`config.mk`:
```
export PLATFORM = sky130hd
export DESIGN_NAME = final_permutation
export DESIGN_NICKNAME = d
export VERILOG_FILES = /design/src/rtl/final_permutation.sv
export SDC_FILE = /design/constraint.sdc
export NUM_CORES = 1
export LEC_CHECK = 0
export CELL_PAD_IN_SITES_DETAIL_PLACEMENT = 0
export CELL_PAD_IN_SITES_GLOBAL_PLACEMENT = 2
export CORE_ASPECT_RATIO = 1.1
export CORE_UTILIZATION = 35
export DETAILED_ROUTE_END_ITERATION = 12
export GPL_TIMING_DRIVEN = 0
export PLACE_DENSITY_LB_ADDON = 0.1
export REMOVE_ABC_BUFFERS = 1
export SYNTH_ARGS = -nofsm -noshare
export SYNTH_HDL_FRONTEND = slang
export SYNTH_SLANG_ARGS = --single-unit
```
`constraint.sdc`:
```
create_clock -name clk -period 2.5 [get_ports clk]
set_input_delay 0.5 -clock clk [delete_from_list [all_inputs] [get_ports clk]]
set_output_delay 0.5 -clock clk [all_outputs]
set_load 0.05 [all_outputs]
```
`src/rtl/final_permutation.sv`:
```
// final_permutation
// DES inverse initial permutation (IP^-1 / FP) with a valid/ready handshake
// and a 2-entry elastic buffer. Every accepted block is permuted before it is
// stored, so both buffer entries hold permuted data. Blocks leave in order,
// and each output handshake is counted.
//
// Ports:
//   clk        rising-edge clock
//   rst_n      asynchronous active-low reset
//   in_valid   dataIn holds a block to be accepted
//   in_ready   a new block can be accepted this cycle (registered state only)
//   dataIn     preoutput block (R16||L16), vector index k = DES bit k+1
//   out_valid  dataOut holds a permuted block
//   out_ready  downstream accepts dataOut this cycle
//   dataOut    IP^-1(dataIn), the head buffer entry
//   blk_count  output handshakes since reset, modulo 2^CNT_W
module final_permutation #(
  parameter int MAXBITS = 64,
  parameter int CNT_W   = 16
) (
  input  logic               clk,
  input  logic               rst_n,
  input  logic               in_valid,
  output logic               in_ready,
  input  logic [MAXBITS-1:0] dataIn,
  output logic               out_valid,
  input  logic               out_ready,
  output logic [MAXBITS-1:0] dataOut,
  output logic [CNT_W-1:0]   blk_count
);

  // dataOut[i] = dataIn[FP_TAB[i]], 0-based
  localparam logic [5:0] FP_TAB [64] = '{
    6'd39, 6'd7, 6'd47, 6'd15, 6'd55, 6'd23, 6'd63, 6'd31,
    6'd38, 6'd6, 6'd46, 6'd14, 6'd54, 6'd22, 6'd62, 6'd30,
    6'd37, 6'd5, 6'd45, 6'd13, 6'd53, 6'd21, 6'd61, 6'd29,
    6'd36, 6'd4, 6'd44, 6'd12, 6'd52, 6'd20, 6'd60, 6'd28,
    6'd35, 6'd3, 6'd43, 6'd11, 6'd51, 6'd19, 6'd59, 6'd27,
    6'd34, 6'd2, 6'd42, 6'd10, 6'd50, 6'd18, 6'd58, 6'd26,
    6'd33, 6'd1, 6'd41, 6'd9,  6'd49, 6'd17, 6'd57, 6'd25,
    6'd32, 6'd0, 6'd40, 6'd8,  6'd48, 6'd16, 6'd56, 6'd24
  };

  logic [MAXBITS-1:0] perm;
  logic [MAXBITS-1:0] head_q, head_d;
  logic [MAXBITS-1:0] tail_q, tail_d;
  logic [1:0]         occ_q, occ_d;
  logic [CNT_W-1:0]   cnt_q, cnt_d;
  logic               push, pop;

  // Permutation: pure wiring in front of the buffer
  for (genvar g = 0; g < 64; g++) begin : g_fp
    assign perm[g] = dataIn[FP_TAB[g]];
  end

  // Handshake flags come only from registered occupancy
  assign in_ready  = (occ_q != 2'd2);
  assign out_valid = (occ_q != 2'd0);
  assign dataOut   = head_q;
  assign blk_count = cnt_q;
  assign push      = in_valid && in_ready;
  assign pop       = out_valid && out_ready;

  // Buffer is a 2-stage shift structure: head drives dataOut, tail waits
  // behind it. A pop that leaves the buffer empty keeps head untouched, so
  // dataOut holds its last value.
  always_comb begin
    head_d = head_q;
    tail_d = tail_q;
    occ_d  = occ_q;
    cnt_d  = cnt_q;
    if (pop) cnt_d = cnt_q + CNT_W'(1);
    case (occ_q)
      2'd0: begin
        if (push) begin
          head_d = perm;
          occ_d  = 2'd1;
        end
      end
      2'd1: begin
        if (push && pop) begin
          head_d = perm;
        end else if (push) begin
          tail_d = perm;
          occ_d  = 2'd2;
        end else if (pop) begin
          occ_d  = 2'd0;
        end
      end
      default: begin
        // Full: in_ready is low, so only a pop can happen
        if (pop) begin
          head_d = tail_q;
          occ_d  = 2'd1;
        end
      end
    endcase
  end

  // Register stage
  always_ff @(posedge clk or negedge rst_n) begin
    if (!rst_n) begin
      head_q <= '0;
      tail_q <= '0;
      occ_q  <= 2'd0;
      cnt_q  <= '0;
    end else begin
      head_q <= head_d;
      tail_q <= tail_d;
      occ_q  <= occ_d;
      cnt_q  <= cnt_d;
    end
  end

endmodule

```
# Word level (Yosys, flattened, before mapping)
# Index checks and enable logic that the tools add are counted.
# word_totals
regBits	146
inputBits	68
out_inout_bits	82
# classes
n_eq_ne	6
bitwise_logic	1
n_reduce_logical	9
n_addsub	1
muxes	10
# op_table
operator	n
$mux 64	3
$pmux 64 s2	1
$add 16x1->16 const B	1
$mux 2	5
$ne 2x2->1 const B	4
$reduce_and 3->1	2
$pmux 2 s2	1
$reduce_and 4->1	1
$logic_and 1x1->1	3
$ne 3x3->1 const B	1
$reduce_bool 3->1	1
$eq 2x1->1 const B	1
$logic_not 2->1	1
$reduce_bool 2->1	1
$not 1->1	1

# Depth between registers and ports, before layout
# Gate-level depths: netlist of the first run.
# depth
word_depth	6
depth_mapped	8
mapped_depth_nobuf	5

# Least setup slack after synthesis of the first run
# No wires, ideal clock.
# synth_path
kind	register -> output
startpoint	register occ_q[1]
endpoint	output port in_ready
arrival_time_ns	1.263
n_path_buf	3
setup_slack_ns	0.737
path_stages_with_launch	5
path_cell_list	dfrtp_1 -> buf_2 -> buf_4 -> buf_2 -> nand2b_1
# synth_between
elab_chain_len	1
# synth_rtl
element	line	source
start, declared	47	logic [1:0] occ_q, occ_d;
start signal, assigned	105	occ_q <= 2'd0;
start signal, assigned	110	occ_q <= occ_d;
$ne 2x2->1	57	assign in_ready = (occ_q != 2'd2);
end, declared	24	output logic in_ready,
# Every way passes these cells.

# Worst setup path after layout of the first run
# layout_path
startpoint	register occ_q[1]
endpoint	output port out_valid
# layout_between
elab_chain_len	1
# layout_rtl
element	line	source
$reduce_bool 2->1	58	assign out_valid = (occ_q != 2'd0);
end, declared	26	output logic out_valid,
# Every way passes these cells.

==> results list, run 1 <==
- The run finished with clean final reports.
- Setup-violating endpoint count in the final report: 0
* Post-Synthesis Cell Area: just over 6000 um^2
* Minimum clock period: about 2.3 ns
- Final net count: 705
- Number of global-route vias before repair: 4,428
- The placed instances occupy a cell area of between 7000 and 8000 um^2.
* Worst slack after detailed placement: -0.299 ns
- The worst path meets setup with roughly 0.17 ns of slack.
- Measured against its own limit, the worst slew margin works out to ~52%.
- Of the cells placed in the final design, the portion with a size suffix greater than 1 is 16.5%.
* Clock sinks: about 150
- For the worst-skew pair, the clock arrives at the later sink with an insertion delay of approximately 0.42 ns.
- Share of synthesized area occupied by flip-flops and latches: 59.8%
- CORE AREA: about 17,000 um^2
* HPWL after DPL: roughly 9400 um
- Area used by multi-input combinational logic: roughly 2300 um^2
* Buf+Inv Stages, Crit Path: 2
* Syn Inst Count: between 400 and 500
* WL final: 14,100 um
* Initial antenna violation count: 0
* Total leakage power: 3.59 nW
- Wire length per cell: around 16 um
- Number of different library cells in the post-synthesis netlist: 24
* Number of cells after detailed placement: between 800 and 900
- Pin slew with the least headroom to its limit: about 0.72 ns
- Starting density of the core: 35.8%
- The largest single stage delay on the critical path is around 0.60 ns.
- Classification of the worst setup path: reg -> out
* Final cell count without fillers: between 800 and 900
- In this run the worst hold path is classified as in -> async.
- Clock transition at the register clock pins on the worst setup and hold paths after CTS: 0.06 ns
* Number of clock buffers inserted by TritonCTS: 17
- Critical-path cell list: nor2_1 > inv_1 > dlygate4sd2_1
* Master of the slowest instance on the critical path: dfrtp_4
- I/O pin total: 150
* Initial DRC Count: 94
- In this run the vertical extent of the chip is about 140 um.
* Launch point of the critical path: occ_q[1]
- Based on the critical path, the design can be clocked at up to 429 MHz.
* Arrival time worst endpoint: about 1.8 ns
- Area of all placed cells without fillers: slightly below 9000 um^2
- The worst setup path is captured at an output port.
- Syn Area/Cell: between 10 and 15 um^2
- In this run the clock root is driven by a clkbuf_16.
- In this run the horizontal extent of the chip is 128 um.
- GPL Wtd Cong: 0.734
- Max-cap violations in this run came to 0.
* Port Buffers: ~150
- No sink is reached through more buffers than the 2 on the longest clock path.
- Areal power density over the cells: 1100 nW/um^2
- The count of pins over their slew limit was 0.
* Largest clock skew in the final design: a little over 0.008 ns
- Summed over all failing endpoints, the final setup total negative slack is 0 ns.
* Vias after detailed routing: 4,105
- TritonCTS built the clock tree.
- The worst-case IR drop observed on VDD is between 0.5 and 0.6 mV.
- The first TritonRoute pass finished after 4 iterations.
- Relative to the synthesized area, the layout overhead comes to 41.6%.
- Antenna-violating nets left: 0
* Post-route worst hold slack: 0.0923 ns
* Footprint of the flip-flops and latches: about 3700 um^2
- Data required, critical path: roughly 2.0 ns
* Flip-flop and latch count after synthesis: around 150
- In this run the critical register-to-register path is launched from occ_q[1].
- Entering global routing, the biggest net connects 76 pins.
- The final-report hold violation count was 0.
* Most common cell after layout, fill and taps aside: clkdlybuf4s50_1
* First-pass GRT wire length: ~23,000 um
- Total routing usage reported by global routing: between 10% and 20%
- In this run the core area contains 50 standard-cell rows.
* Yosys warning total: 0
- Gr ovfl total: 0
- Unrepaired setup endpoints after global routing: false
- Maximum net fanout on the critical path: 11
- # diodes: 0
* Final cycle utilization of the critical path: 93.1%
- Cell type group with the largest total delay on the critical path: flip-flops
- After detailed routing, the number of remaining DRC violations is 0.
* Most frequent cells in the layout: clkdlybuf4s50_1 (146), dfrtp_1 (145), nand2_1 (72)
- The H-tree generated during clock tree synthesis spans 4 levels.
- Via count normalized by instance count: ~4.7
- Number of filler instances in the final layout: around 1,500
- Kind of launch point of the worst setup path: register
- The die covers roughly 18,000 um^2.
through the flow:
stage               utilization (%)  power (mW)
finish                         50.7        9.53
global route                   50.7        10.0
CTS                            50.6        9.67
detailed placement             46.7        6.90
global placement               45.2        6.78
floorplan                         -        5.65
layout make-up:
cell class	instances	share of cell area, %
Multi-Input combinational cell	308	26.4
Clock buffer	22	5.48
Timing Repair Buffer	162	20.6
Clock inverter	9	1.79
Tap cell	234	3.38
Sequential cell	146	42.3
Inverter	1	0.0434
Yosys cell counts:
cell / number / share of area, %
nor3_4: 1 / 0.27
clkbuf_1: 6 / 0.37
nand3_1: 6 / 0.49
o22ai_1: 1 / 0.10
nor2_1: 4 / 0.25
o21ai_0: 65 / 5.3
mux2_2: 61 / 11
a21oi_1: 1 / 0.082
xor2_1: 1 / 0.14
mux2_1: 5 / 0.92
xnor2_1: 14 / 2.0
nand4_1: 5 / 0.51
mux2i_1: 64 / 10
o22a_1: 1 / 0.14
inv_1: 1 / 0.061
nand2_1: 72 / 4.4
and3_1: 4 / 0.41
buf_6: 6 / 1.1
dfrtp_1: 146 / 60
buf_2: 12 / 0.98
and2_1: 1 / 0.10
buf_4: 4 / 0.49
nand2b_1: 1 / 0.10
ha_1: 1 / 0.20
power by group:
part | total, mW | internal, mW | leakage, nW | switching, mW
Sequential | 3.54 | 3.11 | 1.78 | 0.435
Clock | 2.69 | 1.74 | 0.306 | 0.949
Combinational | 3.29 | 1.32 | 1.50 | 1.97
Total | 9.53 | 6.17 | 3.59 | 3.36
flip-flops by register name (all words and copies together) (netlist names):
signal	count
blk_count	16
dataOut	64
tail_q	64
occ_q	2
what timing repair did:
| item | in CTS | in global routing |
|---|---|---|
| setup endpoints to repair | 60 | 10 |
| buffers inserted | 2 | 1 |
| gates resized for setup | 2 | 0 |
| hold buffers | 0 | 0 |
| pin swaps | 1 | 1 |
| hold endpoints to repair | 0 | 0 |
routing by layer:
metal  global-route usage [%]  wire length, um  vias up
met2                     28.5             7100       98
met5                        0                0        -
met4                     7.06              210        0
met3                     5.05              757       15
met1                     19.7             6000     2006
li1                         -                -     1986
logic make-up after synthesis:
group / Yosys count / share of synthesized area, %
fa+ha+maj: 1 / 0.205
buf+inv: 29 / 3.01
flops: 146 / 59.8
xor+xnor: 15 / 2.15
compound gates: 68 / 5.65
mux: 130 / 22.6
simple gates: 94 / 6.55
final timing paths:
kind | slack (ns) | end | cells after the start
max in group asynchronous | 1.61 | dataOut[18] | 2
max | 0.17 | out_valid | 3
max reg2reg | 0.33 | tail_q[63] | 6
min in group clk | 0.47 | blk_count[15] | 1
min reg2reg | 0.47 | blk_count[15] | 1
min | 0.09 | dataOut[40] | 1
Power figures use the tool's default switching activity.
==> run 2, diff against run 1 <==
Settings changed: ABC_AREA set to 1, CORE_UTILIZATION 35 to 31.
==> results list, run 2 <==
- Run status: finished, violations left (was finished clean)
- The checks that failed: design-rule violations.
- Initial antenna violation count: 0 (unchanged)
- The adder-cell share of the synthesized area came to 0.197% (was 0.205%).
- Max Root-Sink Buffers: 2 (unchanged)
- Footprint of the flip-flops and latches: 3650 um^2 (was 3660 um^2)
- Synthesis-to-finish area growth: 38.4% (was 41.6%)
- Layout cell share with drive strength beyond 1: 5.70% (was 16.5%)
- The total number of placement rows was 54 (was 50).
- The dominant cell type by area after synthesis is dfrtp_1 (unchanged).
* Final Hold Violating Endpoints: 0 (unchanged)
* Critical-path cell list: nand2_1 > clkdlybuf4s50_1 (was nor2_1 > inv_1 > dlygate4sd2_1)
- Maximum net fanout on the critical path: 5 (was 11)
- Clock transition at the register clock pins on the worst setup and hold paths after CTS: 0.06 ns (about the same)
- Launch point of the critical path: occ_q[1] (unchanged)
* Setup-violating endpoint count in the final report: 0 (unchanged)
- The clock period minus final worst setup slack was 2.32 ns (was 2.33 ns).
- The number of diodes is 0 (unchanged).
- Dominant cell by count in the synthesized netlist: nand2_1 (was dfrtp_1)
- The cell area reported after detailed placement came to 8140 um^2 (was 7980 um^2).
* Area used by multi-input combinational logic: 2150 um^2 (was 2290 um^2)
- The global router's overall resource usage came to 15.7% (was 16.8%).
- The reported leakage power was 4.08 nW (was 3.59 nW).
* Die X-Extent: 138 um (was 128 um)
- Final cycle utilization of the critical path: 92.8% (was 93.1%)
- CP max stage delay: 0.81 ns (was 0.60 ns)
- The internal power contribution came to 7.06 mW (was 6.17 mW).
- Most common cell after layout, fill and taps aside: nand2_1 (was clkdlybuf4s50_1)
- The power density over the cells is 1420 nW/um^2 (was 1100 nW/um^2).
- The combinational family with the most area after synthesis is simple AND/OR/NAND/NOR gates (was multiplexers).
- Wire length per cell: 13.6 um (was 16.0 um)
- Number of different library cells in the post-synthesis netlist: 23 (was 24)
- First-pass GRT wire length: 26,300 um (was 22,800 um)
- GPL Wtd Cong: 0.711 (was 0.734)
- Worst IR drop on VDD: 0.525 mV (was 0.505 mV)
- Post-synth ARST share: 100% (unchanged)
- Area of all placed cells without fillers: 8770 um^2 (was 8650 um^2)
- Flip-flop and latch count after synthesis: 146 (unchanged)
- Count of unresolved DRC violations after routing: 18 (was 0)
* Syn Inst Count: 744 (was 483)
* Arrival time worst endpoint: 1.82 ns (was 1.83 ns)
- Unrepaired setup endpoints after global routing: false (unchanged).
- Number of synthesized flops with an enable pin: 0 (unchanged)
- Length in cells of the worst reg-to-reg path: 9 (was 6)
* Data required, critical path: 2.00 ns (about the same)
* Gr ovfl total: 0 (unchanged)
* Antenna-violating nets left: 0 (unchanged)
- The proportion of total power due to net switching was 43.3% (was 35.2%).
- The worst setup slack for register-to-register paths came to 0.35 ns (was 0.33 ns).
* Initial DRC Count: 320 (was 94)
- The area enclosed by the die boundary is 21,000 um^2 (was 18,000 um^2).
- Fin. max-slew vios: 0 (unchanged)
* Share of synthesized area occupied by flip-flops and latches: 57.6% (was 59.8%)
- Ranking of synthesized cells by area: dfrtp_1 (58%), nand2_1 (10%), o21ai_0 (10%) (was dfrtp_1 (60%), mux2_2 (11%), mux2i_1 (10%)).
* Via count normalized by instance count: 4.57 (was 4.65)
* Worst setup EP type: output port (unchanged)
- The transition time of the tightest slew-check pin came to 0.586 ns (was 0.721 ns).
- The count of filler cells inserted in the layout is 1,942 (was 1,520).
- The largest net degree at the start of global routing was 91 (was 76).
* Final net count: 951 (was 705)
- The die span in y was 152 um (was 141 um).
- Master cell of the clock root buffer: clkbuf_16 (unchanged)
- I/O pin total: 150 (unchanged)
- The sequential power share is 32.1% (was 37.2%).
- The class of the tightest hold or removal check is in -> async (unchanged).
* Share of Yosys cell area claimed by the top area cell type: 57.6% (was 59.8%)
* Clock share of power: 21.7% (was 28.3%)
* Fmax: 431 MHz (was 429 MHz)
- The number of buffers created by CTS was 17 (unchanged).
* Main flop type after synthesis: dfrtp_1 (unchanged)
- The insertion delay of the later-clocked pin in the worst-skew pair was 0.42 ns (about the same).
- The mean area per synthesized cell came to 8.52 um^2 (was 12.7 um^2).
* Post-Synthesis Cell Area: 6340 um^2 (was 6110 um^2)
* TritonCTS clock tree: built (unchanged)
- The detailed-placement wirelength estimate was 10,300 um (was 9380 um).
- The number of detailed-routing iterations run before antenna repair was 9 (was 4).
- Mux share of post-synthesis cell area: 0% (was 22.6%)
- Vias after detailed routing: 5,238 (was 4,105)
* Sum of negative setup slack: 0 ns (unchanged)
- The startpoint kind of the worst setup timing path is a register (unchanged).
- Top post-synthesis cells by count: nand2_1 (174), dfrtp_1 (146), o21ai_0 (130) (was dfrtp_1 (146), nand2_1 (72), o21ai_0 (65)).
- The net switching power is 5.40 mW (was 3.36 mW).
- Clock sinks: 146 (unchanged)
- The category of the critical setup timing path is reg -> out (unchanged).
- The starting density of the core came to 31.8% (was 35.8%).
- The overall routed net length came to 15,600 um (was 14,100 um).
- Most frequent cells in the layout: nand2_1 (174), clkdlybuf4s50_1 (147), dfrtp_1 (146) (was clkdlybuf4s50_1 (146), dfrtp_1 (145), nand2_1 (72)).
- Slew margin rel.: 60.8% (was 51.9%)
* Max-cap check violation count: 0 (unchanged)
* Port Buffers: 149 (unchanged)
- The endpoint of the worst-slack reg-to-reg timing path was dataOut[31] (was tail_q[63]).
- The share of the synthesized netlist area taken by xor and xnor gates is 1.24% (was 2.15%).
- The worst reg2reg path startpoint is occ_q[1] (unchanged).
- The share of the synthesized area in compound gates (AO/OA/AOI/OAI) was 15.6% (was 5.65%).
- CORE AREA: 19,900 um^2 (was 17,100 um^2)
- Fraction of the mapped netlist area in simple logic gates: 16.7% (was 6.55%)
- The relative contribution of combinational cells to total power came to 46.2% (was 34.6%).
- Number of global-route vias before repair: 5,138 (was 4,428)
- Yosys warning total: 0 (unchanged)
* Largest clock skew in the final design: 0.00784 ns (was 0.00806 ns)
- The slowest stage cell on the critical path was clkdlybuf4s50_1 (was dfrtp_4).
- The depth of the CTS H-tree was 4 (unchanged).
run 2: cell types whose count changed after synthesis, moves of 6 or more:
| cell | delta |
|---|---|
| a21oi_1 | +63 |
| buf_2 | +9 |
| clkbuf_1 | +6 |
| inv_1 | +77 |
| mux2_2 | -61 |
| mux2i_1 | -64 |
| nand2_1 | +102 |
| nor2_1 | +76 |
| o21ai_0 | +65 |
| xnor2_1 | -12 |
| xor2_1 | +6 |
run 2: through the flow:
stage	hold WS [ns]	utilization [%]	worst slack (ns)	total power, mW	std cells
finish	0.0416	44.0	0.181	12.5	1147
global placement	0.461	39.7	-5.26	9.55	1103
global route	0.0841	44.0	0.0522	13.3	1147
floorplan	0.204	-	-2.41	7.66	702
CTS	0.0626	44.1	0.0410	12.6	1147
detailed placement	0.469	40.8	-0.461	9.84	1114
run 2: logic make-up after synthesis:
family / after synthesis
xor gates and xnor gates: 9
buffers and inverters: 122
DFF: 146
adders and majority gates: 1
AOI/OAI and AO/OA: 196
and+or+nand+nor: 270
run 2: worst max-delay path by stage:
stage                        to  slack, ns
detailed placement   dataOut[0]      -0.46
global route          out_valid       0.05
CTS                   out_valid       0.04
floorplan            dataOut[0]      -2.41
finish                 in_ready       0.18
global placement    dataOut[37]      -5.26
run 2: area by class of cell:
cell class,instances,share of cell area [%]
clock buffer,19,5.05
clock inverter,13,2.08
inverter,80,3.51
multi-input combinational,476,24.5
sequential,146,41.6
tap,252,3.59
timing repair buffer,161,19.6
run 2: power groups by stage:
stage / clock network (mW) / registers, mW / logic, mW
floorplan: 0 / 5.89 / 1.77
global placement: 0 / 4.01 / 5.55
detailed placement: 0 / 4.03 / 5.81
CTS: 2.80 / 3.99 / 5.85
global route: 2.88 / 4.14 / 6.24
finish: 2.71 / 3.99 / 5.76
run 2: critical path, delay by kind of cell, from the launching register on:
family	cells	cell delay [ns]
flops	1	0.47
buf+inv	1	0.81
simple gates	1	0.12
run 2: routing by layer:
| metal | global-route usage [%] | wire [um] |
|---|---|---|
| met5 | 0 | 0 |
| met4 | 5.46 | 182 |
| met3 | 4.60 | 947 |
| met2 | 25.9 | 7500 |
| met1 | 19.7 | 6930 |
run 2: what timing repair did:
action	in CTS	in global routing
pin swaps	1	0
hold buffers	0	0
endpoints found under the setup margin	34	1
resized for setup	3	1
buffers inserted	1	0
==> run 3, diff against run 2 <==
Settings changed: PLACE_DENSITY set to 0.86, PLACE_DENSITY_LB_ADDON 0.1 to unset.
==> results list, run 3 (same netlist as run 2, synthesis figures left out) <==
* Die footprint: 21,000 um^2 (unchanged)
- Die X-Extent: 138 um (unchanged)
- The hold buffer count at cts was 0 (unchanged).
- The worst IR drop on VDD is 0.700 mV (was 0.525 mV).
- Worst setup margin: 0.199 ns (was 0.181 ns)
- Worst slack after detailed placement: -0.259 ns (was -0.461 ns)
- The first-pass GRT wire length is 25,600 um (was 26,300 um).
- The clock period minus final worst setup slack is 2.30 ns (was 2.32 ns).
- Kind of launch point of the worst setup path: register (unchanged)
* Buf+Inv Stages, Crit Path: 2 (was 1)
- Clock latency at the later pin of the worst-skew pair: 0.42 ns (about the same)
- Clock transition at the register clock pins on the worst setup and hold paths after CTS: 0.07 ns (was 0.06 ns)
- Class of the tightest hold or removal check: in -> async (unchanged)
* R2r setup slk: 0.35 ns (about the same)
- Critical-path cell list: inv_4 > nand2_2 > dlygate4sd2_1 (was nand2_1 > clkdlybuf4s50_1)
- Pin count of the biggest net entering global routing: 96 (was 91)
- The wire length per cell is 13.0 um (was 13.6 um).
- GPL Wtd Cong: 0.770 (was 0.711)
- Fin. max-slew vios: 0 (unchanged)
- The count of endpoints failing setup in the final report was 0 (unchanged).
- Row Count: 54 (unchanged)
- The number of nets in the layout is 952 (was 951).
- Iteration count of the initial detailed-routing pass: 8 (was 9)
- Worst setup EP type: output port (unchanged)
- The critical-path maximum fanout was 38 (was 5).
- Initial antenna violation count: 0 (unchanged)
* TritonCTS clock tree: built (unchanged)
* Sum of internal, switching and leakage power: 12.2 mW (was 12.5 mW)
- Cell type group with the largest total delay on the critical path: buffers and inverters (unchanged)
- The starting density of the core was 31.8% (unchanged).
- Max-cap check violation count: 0 (unchanged)
- Violations in the final reports: design-rule violations (unchanged)
* Synthesis-to-finish area growth: 37.5% (was 38.4%)
- CP max stage delay: 0.45 ns (was 0.81 ns)
- The clock sink count came to 146 (unchanged).
- Layout cell share with drive strength beyond 1: 5.92% (was 5.70%)
- The maximum operating frequency came to 435 MHz (was 431 MHz).
- The slowest stage cell on the critical path is dlygate4sd2_1 (was clkdlybuf4s50_1).
- Post-layout util: 43.8% (was 44.0%)
- Most common cell after layout, fill and taps aside: nand2_1 (unchanged)
- Initial DRC Count: 268 (was 320)
- The number of diodes was 0 (unchanged).
* Data required, critical path: 2.00 ns (about the same)
- Gr ovfl total: 0 (unchanged)
* Via count normalized by instance count: 4.45 (was 4.57)
- The power density over the cells came to 1400 nW/um^2 (was 1420 nW/um^2).
- HPWL after DPL: 9910 um (was 10,300 um)
* Run status: finished, violations left (unchanged)
- The remaining design rule violation count was 18 (unchanged).
* Most frequent cells in the layout: nand2_1 (174), clkdlybuf4s50_1 (147), dfrtp_1 (146) (unchanged)
* I/O pin total: 150 (unchanged)
- The final setup skew was 0.00655 ns (was 0.00784 ns).
* Total routing usage reported by global routing: 15.2% (was 15.7%)
* WL final: 14,900 um (was 15,600 um)
- The part of the cycle the worst path needs is 92.0% (was 92.8%).
* Port Buffers: 149 (unchanged)
- Number of clock buffers inserted by TritonCTS: 17 (unchanged)
- Total leakage power: 4.06 nW (was 4.08 nW)
* Classification of the worst setup path: reg -> out (unchanged)
- DIE HEIGHT: 152 um (unchanged)
- The master cell of the clock root buffer was clkbuf_16 (unchanged).
- Unrepaired setup endpoints after global routing: false (unchanged)
* Antenna-violating nets left: 0 (unchanged)
- Pin slew with the least headroom to its limit: 0.598 ns (was 0.586 ns)
* Arrival time worst endpoint: 1.80 ns (was 1.82 ns)
- The relative slew slack came to 60.1% (was 60.8%).
- Final Hold Violating Endpoints: 0 (unchanged)
- The depth of the CTS H-tree came to 4 (unchanged).
* CORE AREA: 19,900 um^2 (unchanged)
- The number of global-route vias before repair is 5,007 (was 5,138).
* Max Root-Sink Buffers: 2 (unchanged)
* Vias after detailed routing: 5,108 (was 5,238)
run 3: final cells by class:
class / instances / area (um^2)
clock buffers: 17 / 425
clock inverters: 15 / 161
fillers: 1999 / 11200
inverters: 80 / 303
multi-input cells: 476 / 2150
flip-flops and latches: 146 / 3650
well taps: 252 / 315
repair buffers: 162 / 1710
run 3: worst reg2reg max path: cells and delay by family, from the launching register on:
| kind | cells | cell delay [ns] |
|---|---|---|
| AO/OA/AOI/OAI | 1 | 0.08 |
| buffers and inverters | 3 | 0.90 |
| AND/OR/NAND/NOR | 2 | 0.60 |
| flip-flops | 1 | 0.44 |
run 3: worst paths after layout:
check                              end       start  cells past startpoint
setup / recovery             out_valid    occ_q[1]                      3
hold / removal             dataOut[12]       rst_n                      1
setup reg to reg            tail_q[62]    occ_q[1]                      6
hold reg to reg             tail_q[43]  tail_q[43]                      2
max in group asynchronous   dataOut[5]       rst_n                      2
min in group clk            tail_q[43]  tail_q[43]                      2
run 3: through the flow:
step	cell area (um^2)	hold slack, ns	std cells	setup TNS, ns
finish	8720	0.0389	1148	0
global route	8720	0.0745	1148	0
CTS	8720	0.0623	1148	0
detailed placement	8120	0.468	1114	-2.55
global placement	7900	0.461	1103	-1305.45
floorplan	6100	0.204	702	-237.50
run 3: per-layer routing:
metal	wire length, um	vias to the layer above	global-route usage (%)
li1	-	2651	-
met2	7180	107	24.4
met4	94	0	4.17
met5	0	-	0
met1	6720	2345	19.5
met3	899	5	5.20
run 3: timing repair:
item	in CTS	in global routing
endpoints found under the setup margin	9	0
buffers inserted	2	0
gates resized for setup	1	0
run 3: power breakdown:
| part | internal [mW] | switching [mW] |
|---|---|---|
| sequential | 3.42 | 0.574 |
| combinational | 1.91 | 3.75 |
| clock | 1.42 | 1.14 |
| total | 6.76 | 5.47 |
